### src/rtl/lsc_i2cs.sv
// lsc_i2cs: I2C target (slave) with a single-cycle register port.
//
// Matches a 7-bit device address, takes an 8-bit register offset, then
// writes incoming bytes to or reads outgoing bytes from the register port.
// SCL/SDA are synchronised and stability-filtered before any decoding.
// No clock stretching. SCL low time must be at least FILT_LEN+4 clk.
//
// Parameters:
//   DEV_ADDR   7-bit device address this target answers to
//   FILT_LEN   clk cycles a new input level must hold before it is accepted (1..15)
//
// Ports:
//   clk        system clock
//   reset      synchronous reset, active-high
//   scl_in     SCL pad input (asynchronous)
//   sda_in     SDA pad input (asynchronous)
//   sda_out    SDA open-drain drive: 0 pulls low, 1 releases
//   reg_addr   register offset for the current access
//   reg_wdata  write data, valid while reg_we=1
//   reg_we     one-cycle write strobe
//   reg_re     one-cycle read strobe; reg_rdata is taken on the following cycle
//   reg_rdata  read data from the register bank
//   busy       addressed and active (cleared by STOP or by going to WAIT)
//   stop_det   one-cycle pulse on every STOP seen on the bus
//
// Build option:
//   I2CS_AUTOINC_EN  when defined, reg_addr walks consecutive offsets in bursts;
//                    otherwise it stays at the received offset.
//
// state    | meaning
// ---------+------------------------------------------------------------
// IDLE     | bus idle, waiting for START
// DADDR    | shifting in device address + R/W bit
// DACK     | driving ACK for the device address
// OFS      | shifting in register offset
// OACK     | driving ACK for the offset
// WDATA    | shifting in a write data byte
// WACK     | driving ACK for a write data byte
// RDATA    | shifting out a read data byte
// RACK     | SDA released, sampling the master ACK/NACK
// WAIT     | not addressed or read ended; ignore bus until START/STOP

module lsc_i2cs #(
    parameter logic [6:0] DEV_ADDR = 7'h24,
    parameter int         FILT_LEN = 3
) (
    input  logic       clk,
    input  logic       reset,
    input  logic       scl_in,
    input  logic       sda_in,
    output logic       sda_out,
    output logic [7:0] reg_addr,
    output logic [7:0] reg_wdata,
    output logic       reg_we,
    output logic       reg_re,
    input  logic [7:0] reg_rdata,
    output logic       busy,
    output logic       stop_det
);

    typedef enum logic [3:0] {
        ST_IDLE, ST_DADDR, ST_DACK, ST_OFS, ST_OACK,
        ST_WDATA, ST_WACK, ST_RDATA, ST_RACK, ST_WAIT
    } state_t;

    localparam logic [3:0] FILT_TC = 4'(FILT_LEN - 1);

    // Index 0 carries SCL, index 1 carries SDA through the conditioning path.
    logic [1:0]      s1_q, s1_d, s2_q, s2_d, flt_q, flt_d, prev_q, prev_d;
    logic [1:0][3:0] cnt_q, cnt_d;

    state_t     state_q, state_d;
    logic [2:0] bit_cnt_q, bit_cnt_d;
    logic [6:0] sh_q, sh_d;
    logic [7:0] tx_q, tx_d;
    logic       rw_q, rw_d;
    logic       ack_rise_q, ack_rise_d;
    logic       sda_out_q, sda_out_d;
    logic [7:0] reg_addr_q, reg_addr_d;
    logic [7:0] reg_wdata_q, reg_wdata_d;
    logic       reg_we_q, reg_we_d;
    logic       reg_re_q, reg_re_d;
    logic       re_dly_q, re_dly_d;
    logic       busy_q, busy_d;
    logic       stop_det_q, stop_det_d;

    logic       scl_f, sda_f, scl_rise, scl_fall, start_c, stop_c, last_bit;
    logic [7:0] sh_next;

    // Synchroniser and stability filter; the down-counter reloads whenever
    // the synchronised input agrees with the filtered level.
    always_comb begin
        s1_d   = {sda_in, scl_in};
        s2_d   = s1_q;
        prev_d = flt_q;
        for (int i = 0; i < 2; i++) begin
            flt_d[i] = flt_q[i];
            cnt_d[i] = FILT_TC;
            if (s2_q[i] != flt_q[i]) begin
                if (cnt_q[i] == 4'd0) flt_d[i] = s2_q[i];
                else                  cnt_d[i] = cnt_q[i] - 4'd1;
            end
        end
    end

    assign scl_f    = flt_q[0];
    assign sda_f    = flt_q[1];
    assign scl_rise = scl_f & ~prev_q[0];
    assign scl_fall = ~scl_f & prev_q[0];
    assign start_c  = scl_f & prev_q[0] & prev_q[1] & ~sda_f;
    assign stop_c   = scl_f & prev_q[0] & ~prev_q[1] & sda_f;
    assign sh_next  = {sh_q, sda_f};
    assign last_bit = (bit_cnt_q == 3'd7);

    always_comb begin
        state_d     = state_q;
        bit_cnt_d   = bit_cnt_q;
        sh_d        = sh_q;
        tx_d        = tx_q;
        rw_d        = rw_q;
        ack_rise_d  = ack_rise_q;
        sda_out_d   = sda_out_q;
        reg_addr_d  = reg_addr_q;
        reg_wdata_d = reg_wdata_q;
        reg_we_d    = 1'b0;
        reg_re_d    = 1'b0;
        re_dly_d    = reg_re_q;
        busy_d      = busy_q;
        stop_det_d  = 1'b0;

        // Read data arrives the cycle after the strobe.
        if (re_dly_q) tx_d = reg_rdata;
`ifdef I2CS_AUTOINC_EN
        if (reg_we_q) reg_addr_d = reg_addr_q + 8'd1;
`endif

        if (stop_c) begin
            state_d    = ST_IDLE;
            sda_out_d  = 1'b1;
            busy_d     = 1'b0;
            stop_det_d = 1'b1;
        end else if (start_c) begin
            state_d    = ST_DADDR;
            bit_cnt_d  = 3'd0;
            sda_out_d  = 1'b1;
            ack_rise_d = 1'b0;
        end else begin
            case (state_q)
                ST_DADDR, ST_OFS, ST_WDATA: begin
                    if (scl_rise) begin
                        sh_d       = sh_next[6:0];
                        bit_cnt_d  = bit_cnt_q + 3'd1;
                        ack_rise_d = 1'b0;
                        if (last_bit) begin
                            case (state_q)
                                ST_DADDR: begin
                                    // sh_q holds the 7 address bits, the current bit is R/W.
                                    if (sh_q == DEV_ADDR) begin
                                        state_d = ST_DACK;
                                        busy_d  = 1'b1;
                                        rw_d    = sda_f;
                                    end else begin
                                        state_d = ST_WAIT;
                                        busy_d  = 1'b0;
                                    end
                                end
                                ST_OFS: begin
                                    state_d    = ST_OACK;
                                    reg_addr_d = sh_next;
                                end
                                default: begin
                                    state_d     = ST_WACK;
                                    reg_wdata_d = sh_next;
                                    reg_we_d    = 1'b1;
                                end
                            endcase
                        end
                    end
                end
                // ACK bit: first fall pulls SDA low, the rise marks the ACK
                // clock, the second fall hands the bus on to the next byte.
                ST_DACK, ST_OACK, ST_WACK: begin
                    if (scl_rise) begin
                        ack_rise_d = 1'b1;
                        if (state_q == ST_DACK && rw_q) reg_re_d = 1'b1;
                    end else if (scl_fall) begin
                        if (!ack_rise_q) begin
                            sda_out_d = 1'b0;
                        end else begin
                            ack_rise_d = 1'b0;
                            bit_cnt_d  = 3'd0;
                            if (state_q == ST_DACK && rw_q) begin
                                state_d   = ST_RDATA;
                                sda_out_d = tx_q[7];
                                tx_d      = {tx_q[6:0], 1'b0};
                            end else begin
                                state_d   = (state_q == ST_DACK) ? ST_OFS : ST_WDATA;
                                sda_out_d = 1'b1;
                            end
                        end
                    end
                end
                ST_RDATA: begin
                    if (scl_rise) begin
                        bit_cnt_d = bit_cnt_q + 3'd1;
                        if (last_bit) begin
                            state_d    = ST_RACK;
                            ack_rise_d = 1'b0;
                        end
                    end else if (scl_fall) begin
                        sda_out_d = tx_q[7];
                        tx_d      = {tx_q[6:0], 1'b0};
                    end
                end
                ST_RACK: begin
                    if (scl_rise) begin
                        if (!sda_f) begin
                            ack_rise_d = 1'b1;
                            reg_re_d   = 1'b1;
`ifdef I2CS_AUTOINC_EN
                            reg_addr_d = reg_addr_q + 8'd1;
`endif
                        end else begin
                            state_d   = ST_WAIT;
                            busy_d    = 1'b0;
                            sda_out_d = 1'b1;
                        end
                    end else if (scl_fall) begin
                        if (!ack_rise_q) begin
                            sda_out_d = 1'b1;
                        end else begin
                            state_d    = ST_RDATA;
                            ack_rise_d = 1'b0;
                            bit_cnt_d  = 3'd0;
                            sda_out_d  = tx_q[7];
                            tx_d       = {tx_q[6:0], 1'b0};
                        end
                    end
                end
                default: ;
            endcase
        end
    end

    always_ff @(posedge clk) begin
        if (reset) begin
            s1_q        <= 2'b11;
            s2_q        <= 2'b11;
            flt_q       <= 2'b11;
            prev_q      <= 2'b11;
            cnt_q       <= {FILT_TC, FILT_TC};
            state_q     <= ST_IDLE;
            bit_cnt_q   <= 3'd0;
            sh_q        <= 7'd0;
            tx_q        <= 8'd0;
            rw_q        <= 1'b0;
            ack_rise_q  <= 1'b0;
            sda_out_q   <= 1'b1;
            reg_addr_q  <= 8'd0;
            reg_wdata_q <= 8'd0;
            reg_we_q    <= 1'b0;
            reg_re_q    <= 1'b0;
            re_dly_q    <= 1'b0;
            busy_q      <= 1'b0;
            stop_det_q  <= 1'b0;
        end else begin
            s1_q        <= s1_d;
            s2_q        <= s2_d;
            flt_q       <= flt_d;
            prev_q      <= prev_d;
            cnt_q       <= cnt_d;
            state_q     <= state_d;
            bit_cnt_q   <= bit_cnt_d;
            sh_q        <= sh_d;
            tx_q        <= tx_d;
            rw_q        <= rw_d;
            ack_rise_q  <= ack_rise_d;
            sda_out_q   <= sda_out_d;
            reg_addr_q  <= reg_addr_d;
            reg_wdata_q <= reg_wdata_d;
            reg_we_q    <= reg_we_d;
            reg_re_q    <= reg_re_d;
            re_dly_q    <= re_dly_d;
            busy_q      <= busy_d;
            stop_det_q  <= stop_det_d;
        end
    end

    assign sda_out   = sda_out_q;
    assign reg_addr  = reg_addr_q;
    assign reg_wdata = reg_wdata_q;
    assign reg_we    = reg_we_q;
    assign reg_re    = reg_re_q;
    assign busy      = busy_q;
    assign stop_det  = stop_det_q;

endmodule

### config.mk
export PLATFORM = sky130hd
export DESIGN_NAME = lsc_i2cs
export DESIGN_NICKNAME = d
export VERILOG_FILES = /design/src/rtl/lsc_i2cs.sv
export SDC_FILE = /design/constraint.sdc
export NUM_CORES = 1
export LEC_CHECK = 0
export CAP_MARGIN = 5
export CORE_ASPECT_RATIO = 0.6
export CORE_MARGIN = 2
export CORE_UTILIZATION = 61
export DETAILED_ROUTE_END_ITERATION = 8
export PLACE_DENSITY_LB_ADDON = 0.05
export SLEW_MARGIN = 20
export SYNTH_ARGS = -nofsm -noshare
export SYNTH_HDL_FRONTEND = slang
export SYNTH_SLANG_ARGS = --single-unit
### constraint.sdc
create_clock -name clk -period 3.9 [get_ports clk]
set_clock_uncertainty 0.05 [all_clocks]
set_input_delay 0.78 -clock clk [delete_from_list [all_inputs] [get_ports clk]]
set_output_delay 0.78 -clock clk [all_outputs]
set_load 0.03 [all_outputs]
Yosys cells after proc, flatten, opt, wreduce, memory -nomap -nowiden:

Cells that the tools add are included.

* bits in registers: 62
* latch bits: 0
* bits in writable memories: 0
* ROM bits: 0
* input bits: 12
* output and inout port bits: 21
* logic and storage cells: 186
* memories kept: 0

* add/sub/neg operators: 3
* multipliers: 0
* divide/modulo/power cells: 0
* magnitude comparators: 0
* equal/unequal tests: 42
* shifts and indexed selects: 0
* muxes and demuxes: 70
* bitwise logic cells: 19
* reductions and logical operators: 30

Operators by type and width (count)
* 8-bit two-way mux: 12
* 4-bit two-way mux: 12
* 1-bit two-way mux: 31
* 3-bit != test, second input constant: 10
* 2-bit != test, second input constant: 12
* 8-bit one-hot mux with 3 select lines: 1
* 6-bit AND reduction: 4
* 11-bit AND reduction: 2
* 3-bit two-way mux: 7
* 7-bit AND reduction: 3
* 4-bit by 3-bit == test with 1-bit output, second input constant: 4
* 4-bit != test, second input constant: 4
* 4-bit one-hot mux with 4 select lines: 1
* 3-bit OR reduction: 5
* 1-bit NOT: 12
* 3-bit by 1-bit != test with 1-bit output, second input constant: 3
* 4-bit by 2-bit == test with 1-bit output, second input constant: 2
* 4-bit zero test: 2
* 4-bit one-hot mux with 2 select lines: 1
* 4-bit OR reduction: 2
* 4-bit by 1-bit subtractor with 4-bit output, second input constant: 2
* 1-bit AND: 7
* 7-bit by 6-bit == test with 1-bit output, second input constant: 1
* 3-bit one-hot mux with 2 select lines: 1
* other kinds (18): 23

Logic depth before layout (Yosys ltp):

* depth in word-level cells: 9
* depth in mapped cells: 8
* gate-level depth less buffers: 7

Worst setup path after synthesis:

No wires, ideal clock.

* path type: flip-flop to flip-flop
* from: reg prev_q[0]
* to: reg tx_q[6]
* arrival: 1929 ps
* required time: 3722 ps
* setup slack: 1793 ps
* stages on the path, launching flop included: 9
* buffers on the path: 1
* clock period less this slack: 2107 ps
* cells stage by stage: dfxtp_1 > inv_1 > ha_1 > buf_2 > nand3b_1 > a2111o_1 > a211oi_4 > mux2i_1 > nor2_1

* word-level cells in the longest chain between the ends: 6
* elaborated cells on any way between the ends: 17
* those cells by class: mux: 9; bitwise: 8

Ends and longest elaborated chain
* from (decl): RTL line 69 `logic [1:0] s1_q, s1_d, s2_q, s2_d, flt_q, flt_d, prev_q, prev_d;`
* from (signal assigned): RTL line 270 `prev_q <= prev_d;`
* 1-bit AND / 1-bit NOT (equally long branches): RTL line 109, 108
* 8-bit two-way mux, or another cell as far along: RTL line 228 `end else if (scl_fall) begin`
* 8-bit two-way mux, on equally long branches: RTL line 216, 183, 204
* 8-bit one-hot mux with 3 select lines: RTL line 148 `case (state_q)`
* 8-bit two-way mux: RTL line 142 `end else if (start_c) begin`
* 8-bit two-way mux (*): RTL line 137 `if (stop_c) begin`
* to (signal assigned): RTL line 275 `tx_q <= tx_d;`
* to (decl): RTL line 75 `logic [7:0] tx_q, tx_d;`

Every way passes the cells marked *; elsewhere a longest branch is shown, timed or not.
A chain may end at the register's enable or synchronous reset.

Worst setup path after layout:

* from: reg state_q[0]
* to: reg tx_q[6]

* word-level cells in the longest chain between the ends: 9
* elaborated cells on any way between the ends: 14
* those cells by class: eq/ne: 5; mux: 7; reduce/logical: 2

Ends and longest elaborated chain
* from (decl): RTL line 72 `state_t state_q, state_d;`
* from (signal assigned): RTL line 272 `state_q <= state_d;`
* 4-bit by 2-bit == test with 1-bit output: RTL line 148, 192
* 1-bit logical AND: RTL line 192 `if (state_q == ST_DACK && rw_q) begin`
* 8-bit two-way mux: RTL line 192
* 8-bit two-way mux: RTL line 187 `if (!ack_rise_q) begin`
* 8-bit two-way mux: RTL line 186 `end else if (scl_fall) begin`
* 8-bit two-way mux: RTL line 183 `if (scl_rise) begin`
* 8-bit one-hot mux with 3 select lines (*): RTL line 148
* 8-bit two-way mux (*): RTL line 142
* 8-bit two-way mux (*): RTL line 137

Marked as above.

==> flow_summary.yaml <==
status:
  status: "complete, no violations"
synthesis:
  postSynthCellCount: 348
  synth_most_common_cell: "dfxtp_1"
  synth_top_cells_by_count: "62 x dfxtp_1, 47 x nor2_1, 37 x mux2i_1"
  yosys-top-cells-area: "dfxtp_1 40%, mux2i_1 12%, nor2_1 5.7%, nand2_1 3.0%, ha_1 2.8%"
  synthArstFlopShare_pct: 0
  synth_top_area_cell: "dfxtp_1"
  yosys_warnings: 0
  synth_top_area_share_pct: 40.0
  synth_seq_cells: 62
  synth.avg_cell_area_um2: 8.92
  synth_area_mm2: 0.00310
  synth-edff-count: 0
  yosysSeqAreaShare_pct: 40.0
  ys_types: 56
  synth-main-ff-cell: "dfxtp_1"
  synthesis.nets: 367
floorplanning:
  die_w_um: 96.1
  placementRows: 20
  pin_count: 33
  start_util_pct: 62.3
  core_area_mm2: 0.00498
  fp.dieArea_mm2: 0.00569
  chipHeight_um: 59.2
clock_tree:
  cts.repair.resized: 0
  clockRootBuffer: "clkbuf_8"
  clockBufferDepth: 2
  clk_pin_slew_ns: 0.07
  hold_buffers: 0
  htree_levels: 3
  post-cts-setup-buffers: 0
  cts_sinks: 62
  cts_tree: "yes"
  insertion_delay_ns: 0.34
  cts_buffers: 9
grt:
  grt_pass1_wl_um: 11700
  grt.overflow.total: 0
  first_global_vias: 2328
  grt_usage_pct: 27.4
  grt_max_degree: 30
  antenna_found_initial: 0
power:
  p_per_area_mw_per_mm2: 363
  peakVddDrop_uv: 307
  p_total_uw: 1320
  leakage_uw: 0.00140
sta:
  period_minus_slack_ns: 2.68
  finalMaxSlewViolations: 0
  setup_viol_count_final: 0
  worstMarginPinSlew_ns: 1.02
  relSlewSlack_pct: 32.2
  timing.fmax_ghz: 0.373
  rsz0062_at_grt: "no"
  fin_setup_tns_ns: 0
  hold_viol_final: 0
  fin_crit_sh_pct: 68.7
routing:
  drtIter0Drc: 236
  routed_via_density: 6.02
  drc: 0
  vias: 2661
  firstDrtPassIters: 6
  wl_per_cell_um: 16.3
  drt-total-wl_um: 7220
  ant_nets: 0
place:
  placed_area_mm2: 0.00341
  dp_cells: 427
  gp_congestion: 0.927
  portBuffers: 32
  hpwl_um: 5040
run:
  cap_violations: 0
critical_path:
  worstPathArrival_ns: 2.84
  path_class: "register to register"
  cp_max_fo: 29
  end_kind: "register"
  cp.required_ns: 4.06
  start_kind: "register"
final_layout:
  n_antenna_cell: 0
  n_fill_cell: 385
  area_delta_synth_final_pct: 17.1
  final_core_util_pct: 73.0
  drive_gt1_share_pct: 8.51
  nets: 391
  stdcell_count: 442
  design_area_mm2: 0.00363
min_path:
  hp-class: "register to register"
[area by class of cell]
cell class	count	area, µm²	area share, %
clock inverters	5	83.8	2.31
inverters	13	48.8	1.34
flip-flops and latches	62	1240	34.2
well taps	66	82.6	2.27
repair buffers	34	335	9.23
multi-input cells	252	1700	46.9
clock buffers	10	138	3.79
[kinds of logic (layout without fill, tap and decap cells)]
logic type      Yosys count  after routing  share of synthesized area [%]
simple gates            133            133                           22.7
compound gates           65             65                           14.4
flops                    62             62                           40.0
mux                      39             39                           12.7
buf+inv                  34             62                           5.08
xor+xnor                  8              8                           2.26
fa+ha+maj                 7              7                           2.82
[worst paths after layout]
path | from | end | slack [ns] | cells after the start
worst min-delay path | s1_q[0] | s2_q[0] | 0.36 | 1
worst min register to register | s1_q[0] | s2_q[0] | 0.36 | 1
worst max register to register | state_q[0] | tx_q[6] | 1.22 | 5
worst max-delay path | state_q[0] | tx_q[6] | 1.22 | 5
[placed cells by master, fill, tap and decap left out, types with 4 or more instances in the layout]
master / Yosys / final
nor3b_1: 4 / 4
or2_2: 7 / 7
nor3_1: 7 / 7
nand2b_1: 4 / 4
a21o_1: 6 / 6
o21ai_0: 11 / 11
ha_1: 7 / 7
xnor2_1: 7 / 7
nand2_1: 25 / 25
a21oi_1: 10 / 10
clkdlybuf4s50_1: 0 / 32
o211ai_1: 5 / 5
a31oi_1: 8 / 8
clkbuf_8: 0 / 10
inv_1: 12 / 12
nand3_1: 9 / 9
mux2i_1: 37 / 37
dfxtp_1: 62 / 62
nor2_1: 47 / 47
o221ai_1: 4 / 4
[registers in the layout, summed over array words and instances (netlist names)]
| signal | cells |
|---|---|
| reg_wdata | 8 |
| stop_det | 1 |
| s1_q | 2 |
| reg_we | 1 |
| ack_rise_q | 1 |
| s2_q | 2 |
| busy | 1 |
| flt_q | 2 |
| sda_out | 1 |
| rw_q | 1 |
| state_q | 4 |
| bit_cnt_q | 3 |
| tx_q | 8 |
| reg_re | 1 |
| re_dly_q | 1 |
| sh_q | 7 |
| reg_addr | 8 |
| prev_q | 2 |
| cnt_q | 8 |
[metal layers]
| metal | GRT usage [%] | up-vias | share of wire (%) |
|---|---|---|---|
| met1 | 41.4 | 1235 | 48 |
| li1 | - | 1280 | - |
| met3 | 10.2 | 19 | 11 |
| met4 | 6.73 | 0 | 1.4 |
| met2 | 36.5 | 127 | 39 |
| met5 | 0 | - | 0 |
[report_power, final]
part | switching (µW) | internal [µW] | leakage (µW)
sequential | 4.87 | 639 | 0.000501
combinational | 28.7 | 24.3 | 0.000790
clock | 248 | 374 | 0.000105
total | 281 | 1040 | 0.00140
[stage by stage]
stage / worst slack, ns / hold WS, ns
2_1_floorplan: 1.79 / 0.339
3_3_place_gp: 1.18 / 0.342
3_5_place_dp: 1.12 / 0.346
4_1_cts: 1.30 / 0.367
5_1_grt: 1.04 / 0.391
6_report: 1.22 / 0.364
[worst max-delay path, stage by stage, from the launching register on]
cell,delay (ns)
dfxtp_1,0.99
and4b_1,0.55
nand3_1,0.18
a211oi_4,0.47
mux2i_1,0.24
nor2_1,0.05
Note: power is estimated with default switching activity, not from simulation.
